$ cat config.mk
export PLATFORM = sky130hd
export DESIGN_NAME = mbe_mac_seq
export DESIGN_NICKNAME = d
export VERILOG_FILES = /design/src/rtl/mbe_mac_seq.sv
export SDC_FILE = /design/constraint.sdc
export NUM_CORES = 1
export LEC_CHECK = 0
export CAP_MARGIN = 20
export CORE_ASPECT_RATIO = 1.25
export CORE_MARGIN = 1.5
export CORE_UTILIZATION = 45
export CTS_CLUSTER_DIAMETER = 60
export CTS_CLUSTER_SIZE = 30
export DETAILED_ROUTE_END_ITERATION = 12
export PLACE_DENSITY = 0.69
export SLEW_MARGIN = 15
export SYNTH_ARGS = -nofsm -noshare
export SYNTH_HDL_FRONTEND = slang
export SYNTH_SLANG_ARGS = --single-unit
$ cat constraint.sdc
create_clock -name clk -period 7.36 [get_ports clk]
set_input_delay 1.472 -clock clk [delete_from_list [all_inputs] [get_ports clk]]
set_output_delay 1.472 -clock clk [all_outputs]
set_load 0.02 [all_outputs]
$ cat src/rtl/mbe_mac_seq.sv
// mbe_mac_seq: iterative radix-4 Modified-Booth signed multiply-accumulate.
// Retires one Booth digit per clock (WIDTH/2 cycles per product), then
// optionally folds the product into a signed accumulator.
//
// Ports:
//   clk, rst            rising-edge clock, asynchronous active-high reset
//   in_valid/in_ready   operand handshake (in_ready only in IDLE)
//   a, b                signed multiplicand / multiplier (WIDTH bits)
//   acc_clr, acc_en     accumulator control, sampled with the operands
//   out_valid/out_ready result handshake (out_valid in DONE)
//   p                   signed product a*b (2*WIDTH bits)
//   acc                 signed accumulator (ACC_WIDTH bits)
//   busy                high in CALC or DONE
//   ovf                 sticky accumulator overflow flag
//
// Build option: define MBE_MAC_SAT_EN for a saturating accumulator with a
// sticky ovf flag; without it the accumulator wraps and ovf is 0.
module mbe_mac_seq #(
  parameter int WIDTH     = 8,
  parameter int ACC_WIDTH = 2 * WIDTH + 8
) (
  input  logic                   clk,
  input  logic                   rst,
  input  logic                   in_valid,
  output logic                   in_ready,
  input  logic [WIDTH-1:0]       a,
  input  logic [WIDTH-1:0]       b,
  input  logic                   acc_clr,
  input  logic                   acc_en,
  output logic                   out_valid,
  input  logic                   out_ready,
  output logic [2*WIDTH-1:0]     p,
  output logic [ACC_WIDTH-1:0]   acc,
  output logic                   busy,
  output logic                   ovf
);

  localparam int PW   = 2 * WIDTH;
  localparam int NDIG = WIDTH / 2;
  localparam int KW   = $clog2(WIDTH);

  if ((WIDTH % 2) != 0 || WIDTH < 4) begin : g_bad_width
    $error("mbe_mac_seq: WIDTH must be even and >= 4");
  end
  if (ACC_WIDTH < 2 * WIDTH) begin : g_bad_acc_width
    $error("mbe_mac_seq: ACC_WIDTH must be >= 2*WIDTH");
  end

  typedef enum logic [1:0] {IDLE, CALC, DONE} state_t;

  state_t               state_q, state_d;
  logic [WIDTH-1:0]     a_q, a_d, b_q, b_d;
  logic                 clr_q, clr_d, en_q, en_d;
  logic [KW-1:0]        k_q, k_d;
  logic [PW-1:0]        prod_q, prod_d;
  logic [PW-1:0]        p_q, p_d;
  logic [ACC_WIDTH-1:0] acc_q, acc_d;
  logic                 ovf_q, ovf_d;

  logic [WIDTH:0]       b_ext;
  logic [KW:0]          shamt;
  logic [2:0]           code;
  logic [PW-1:0]        a_ext, pp, prod_sum;
  logic [ACC_WIDTH-1:0] base, prod_x, acc_sum, acc_new;
  logic                 ov;

  always_comb begin
    // Datapath: current Booth digit {b[2k+1], b[2k], b[2k-1]}, b[-1] = 0
    b_ext    = {b_q, 1'b0};
    shamt    = {k_q, 1'b0};
    code     = 3'(b_ext >> shamt);
    a_ext    = PW'(signed'(a_q));
    case (code)
      3'b001, 3'b010: pp = a_ext;
      3'b011:         pp = a_ext << 1;
      3'b100:         pp = -(a_ext << 1);
      3'b101, 3'b110: pp = -a_ext;
      default:        pp = '0;
    endcase
    prod_sum = prod_q + (pp << shamt);

    base     = clr_q ? '0 : acc_q;
    prod_x   = ACC_WIDTH'(signed'(prod_sum));
    acc_sum  = base + prod_x;
    // Signed overflow: addends agree in sign, result disagrees
    ov       = (base[ACC_WIDTH-1] == prod_x[ACC_WIDTH-1]) &&
               (acc_sum[ACC_WIDTH-1] != base[ACC_WIDTH-1]);
`ifdef MBE_MAC_SAT_EN
    if (ov) acc_new = base[ACC_WIDTH-1] ? {1'b1, {(ACC_WIDTH-1){1'b0}}}
                                        : {1'b0, {(ACC_WIDTH-1){1'b1}}};
    else    acc_new = acc_sum;
`else
    acc_new  = acc_sum;
`endif

    state_d = state_q;
    a_d     = a_q;
    b_d     = b_q;
    clr_d   = clr_q;
    en_d    = en_q;
    k_d     = k_q;
    prod_d  = prod_q;
    p_d     = p_q;
    acc_d   = acc_q;
    ovf_d   = ovf_q;

    case (state_q)
      IDLE: begin
        if (in_valid) begin
          a_d     = a;
          b_d     = b;
          clr_d   = acc_clr;
          en_d    = acc_en;
          k_d     = '0;
          prod_d  = '0;
          state_d = CALC;
        end
      end
      CALC: begin
        prod_d = prod_sum;
        k_d    = k_q + 1'b1;
        if (k_q == KW'(NDIG - 1)) begin
          p_d     = prod_sum;
          state_d = DONE;
          if (en_q) begin
            acc_d = acc_new;
`ifdef MBE_MAC_SAT_EN
            if (ov)         ovf_d = 1'b1;
            else if (clr_q) ovf_d = 1'b0;
`endif
          end else if (clr_q) begin
            acc_d = '0;
            ovf_d = 1'b0;
          end
        end
      end
      DONE: begin
        if (out_ready) state_d = IDLE;
      end
      default: state_d = IDLE;
    endcase
`ifndef MBE_MAC_SAT_EN
    ovf_d = 1'b0;
`endif
  end

  always_ff @(posedge clk or posedge rst) begin
    if (rst) begin
      state_q <= IDLE;
      a_q     <= '0;
      b_q     <= '0;
      clr_q   <= 1'b0;
      en_q    <= 1'b0;
      k_q     <= '0;
      prod_q  <= '0;
      p_q     <= '0;
      acc_q   <= '0;
      ovf_q   <= 1'b0;
    end else begin
      state_q <= state_d;
      a_q     <= a_d;
      b_q     <= b_d;
      clr_q   <= clr_d;
      en_q    <= en_d;
      k_q     <= k_d;
      prod_q  <= prod_d;
      p_q     <= p_d;
      acc_q   <= acc_d;
      ovf_q   <= ovf_d;
    end
  end

  assign in_ready  = (state_q == IDLE);
  assign out_valid = (state_q == DONE);
  assign busy      = (state_q != IDLE);
  assign p         = p_q;
  assign acc       = acc_q;
  assign ovf       = ovf_q;

endmodule
==> summary.md <==
| Metric | Value |
|---|---|
| Syn Area/Cell | `around 8.4 um2` |
| Worst R2R Path Depth | `33` |
| Layer carrying the most global-route usage | `met2` |
| Final hold violations | `0` |
| Vias | `approximately 5700` |
| Reg clk slew, reported paths | `~60 ps` |
| Yosys cell types | `between 60 and 70` |
| Number of synthesis warnings | `0` |
| Pin count of the biggest net entering global routing | `80` |
| Vias per std cell | `5.90` |
| Place WS | `between 100 and 150 ps` |
| Max Transition Viols Final | `0` |
| Worst-margin pin slew | `734 ps` |
| IO Port Bufs | `64` |
| Synth Flop Type | `dfrtp_1` |
| Core ar. | `0.0132 mm2` |
| Layout overhead on the synthesized area | `20.2%` |
| #FFs+latches synth | `just under 80` |
| TritonCTS Sinks | `79` |
| 1st-pass router iterations | `5` |
| Share of layout cells above drive strength 1 | `10.6%` |
| Fmax | `0.144 GHz` |
| Vias in the first global route | `roughly 5600` |
| ANT nets after route | `0` |
| Commonest cells after routing, fill and taps aside | `79 x nand2_1, 79 x dfrtp_1, 74 x o21ai_0` |
| Normalized max-slew margin | `50.9%` |
| Total wire length | `16900 um` |
| HPWL after DPL | `12600 um` |
| CP peak stage delay | `560 ps` |
| Crit path max-delay family | `compound AO/OA/AOI/OAI gates` |
| Reg2Reg Setup Slack | `430 ps` |
| Routed length per instance | `17.5 um` |
| Bufs on Longest Clock Path | `2` |
| Status | `finished clean` |
| Worst Path Required | `7580 ps` |
| Clock Skews | `8.76 ps` |
| Global-route wire length before repair | `27300 um` |
| Die area | `roughly 0.014 mm2` |
| Async set or reset register ratio after synthesis | `100%` |
| Setup CP Type | `register to register` |
| Die Span Y | `133 um` |
| Critical path origin | `k_q[0]$_DFFE_PP0P_` |
| Number of diodes | `0` |
| Worst hold path type | `register to register` |
| FF-to-FF End | `acc[22]$_DFFE_PP0P_` |
| Core Rows | `between 40 and 50` |
| FILL cells | `1221` |
| Initial core utilization | `46.2%` |
| CP Depth | `33` |
| Placer Congestion | `0.899` |
| Post-CTS Hold Fix Bufs | `0` |
| CTS H-tree depth | `3` |
| M2 GR Usage | `around 43%` |
| Residual DRC | `0` |
| EDFF count, synth | `0` |
| Critical Path Source Type | `register` |
| M1 GR Usage | `28.8%` |
| Slowest cell on crit path | `mux4_2` |
| Initial antenna violation count | `0` |
| Layout Nets | `853` |
| Crit end category | `register` |
| Final Cycle Share | `94.2%` |
| Setup Viol. Count Final | `0` |
| Worst Path Arrival | `7160 ps` |
| Overflow after GRT | `0` |
| Iter 0 DRT Violations | `357` |
| Die W | `between 100 and 150 um` |
| GRT Total Usage | `24.0%` |
| Num CTS Buffers | `9` |
| Worst r2r src | `k_q[0]$_DFFE_PP0P_` |
| Max_cap viols | `0` |
| Fin crit period | `6930 ps` |
| Register area share after synthesis | `32.3%` |
| Final core occ | `a little under three fifths` |
| Synth Instances | `724` |
| Worst-skew pair later-pin latency | `~350 ps` |
| Clk root buf | `clkbuf_16` |
| Peak fanout along the critical path | `8` |
| Worst setup margin | `approximately 430 ps` |
| CP bufs+invs | `3` |
| Netlist Area Pre-Place | `about 0.0061 mm2` |
| Crit path to | `acc[22]$_DFFE_PP0P_` |
| Met3 usage | `3.86%` |
| Syn_nets | `787` |
| CTS tree | `yes` |
| Top Ports | `66` |
[layer usage]
metal / part of all wire [%] / vias to the layer above
li1: - / 2745
met2: 51 / 172
met3: 4.8 / 33
met1: 42 / 2739
met4: 2.5 / 0
met5: 0 / -
[flip-flops by register name (all words and copies together) (netlist names)]
| name | cells |
|---|---|
| en_q | 1 |
| acc | 24 |
| p | 16 |
| clr_q | 1 |
| k_q | 3 |
| state_q | 2 |
| b_q | 8 |
| prod_q | 16 |
| a_q | 8 |
[synthesized netlist by cell type, drive strengths merged, types with 13 or more instances]
cell type	count	share of area [%]
dfrtp	79	32
nand2	79	4.8
o21ai	79	6.5
a21oi	57	4.8
nor2	43	2.6
ha	39	8.0
inv	38	2.3
nand3	34	2.8
clkbuf	29	1.8
nor2b	25	2.6
mux2	22	4.1
xnor2	19	3.0
nor3	16	1.3
mux2i	13	2.1
[cells by family after synthesis]
logic type / share of synthesized area (%)
AO/OA/AOI/OAI: 23.9
AND/OR/NAND/NOR: 18.8
XOR/XNOR: 4.75
other: 0.0613
adder cells (fa/ha/maj): 8.63
flip-flops: 32.3
multiplexers: 6.91
buffers and inverters: 4.60
[per-stage QoR]
step / std cells / instance area (um2) / hold WS (ps) / TNS, ps
2_1_floorplan: 724 / 6120 / 474 / 0
3_3_place_gp: 948 / 6990 / 462 / 0
3_5_place_dp: 948 / 6990 / 473 / 0
4_1_cts: 963 / 7280 / 485 / 0
5_1_grt: 965 / 7350 / 511 / -160
6_report: 965 / 7350 / 477 / 0
[layout make-up]
type                       instances  area, um2  area share (%)
clock buffer                      10        229            3.11
clock inverter                     5       60.1           0.817
inverter                          38        144            1.96
multi-input combinational        575       3890            52.9
sequential                        79       1980            26.9
tap                              171        214            2.91
timing repair buffer              87        837            11.4
[tightest hold or removal path: cells and delay by family, from the launching register on]
kind | cells | cell delay (ps)
flip-flops | 1 | 340
AND/OR/NAND/NOR | 2 | 110
[what timing repair did]
item                                    in CTS  in global routing
endpoints found under the setup margin       0                  7
gates resized for setup                      0                 12
buffers inserted                             0                  1
[worst min path at each step]
stage / from / endpoint / slack, ps / cells past startpoint
after floorplan: prod_q[0]$_DFFE_PP0P_ / prod_q[0]$_DFFE_PP0P_ / 470 / 2
after global placement: p[1]$_DFFE_PP0P_ / p[1]$_DFFE_PP0P_ / 460 / 2
after detailed placement: p[1]$_DFFE_PP0P_ / p[1]$_DFFE_PP0P_ / 470 / 2
after CTS: p[1]$_DFFE_PP0P_ / p[1]$_DFFE_PP0P_ / 490 / 2
after global routing: p[1]$_DFFE_PP0P_ / p[1]$_DFFE_PP0P_ / 510 / 2
final: p[1]$_DFFE_PP0P_ / p[1]$_DFFE_PP0P_ / 480 / 2
Power is not shown: default switching activity piles up to over one toggle a cycle in this logic, so the estimate is an artifact.
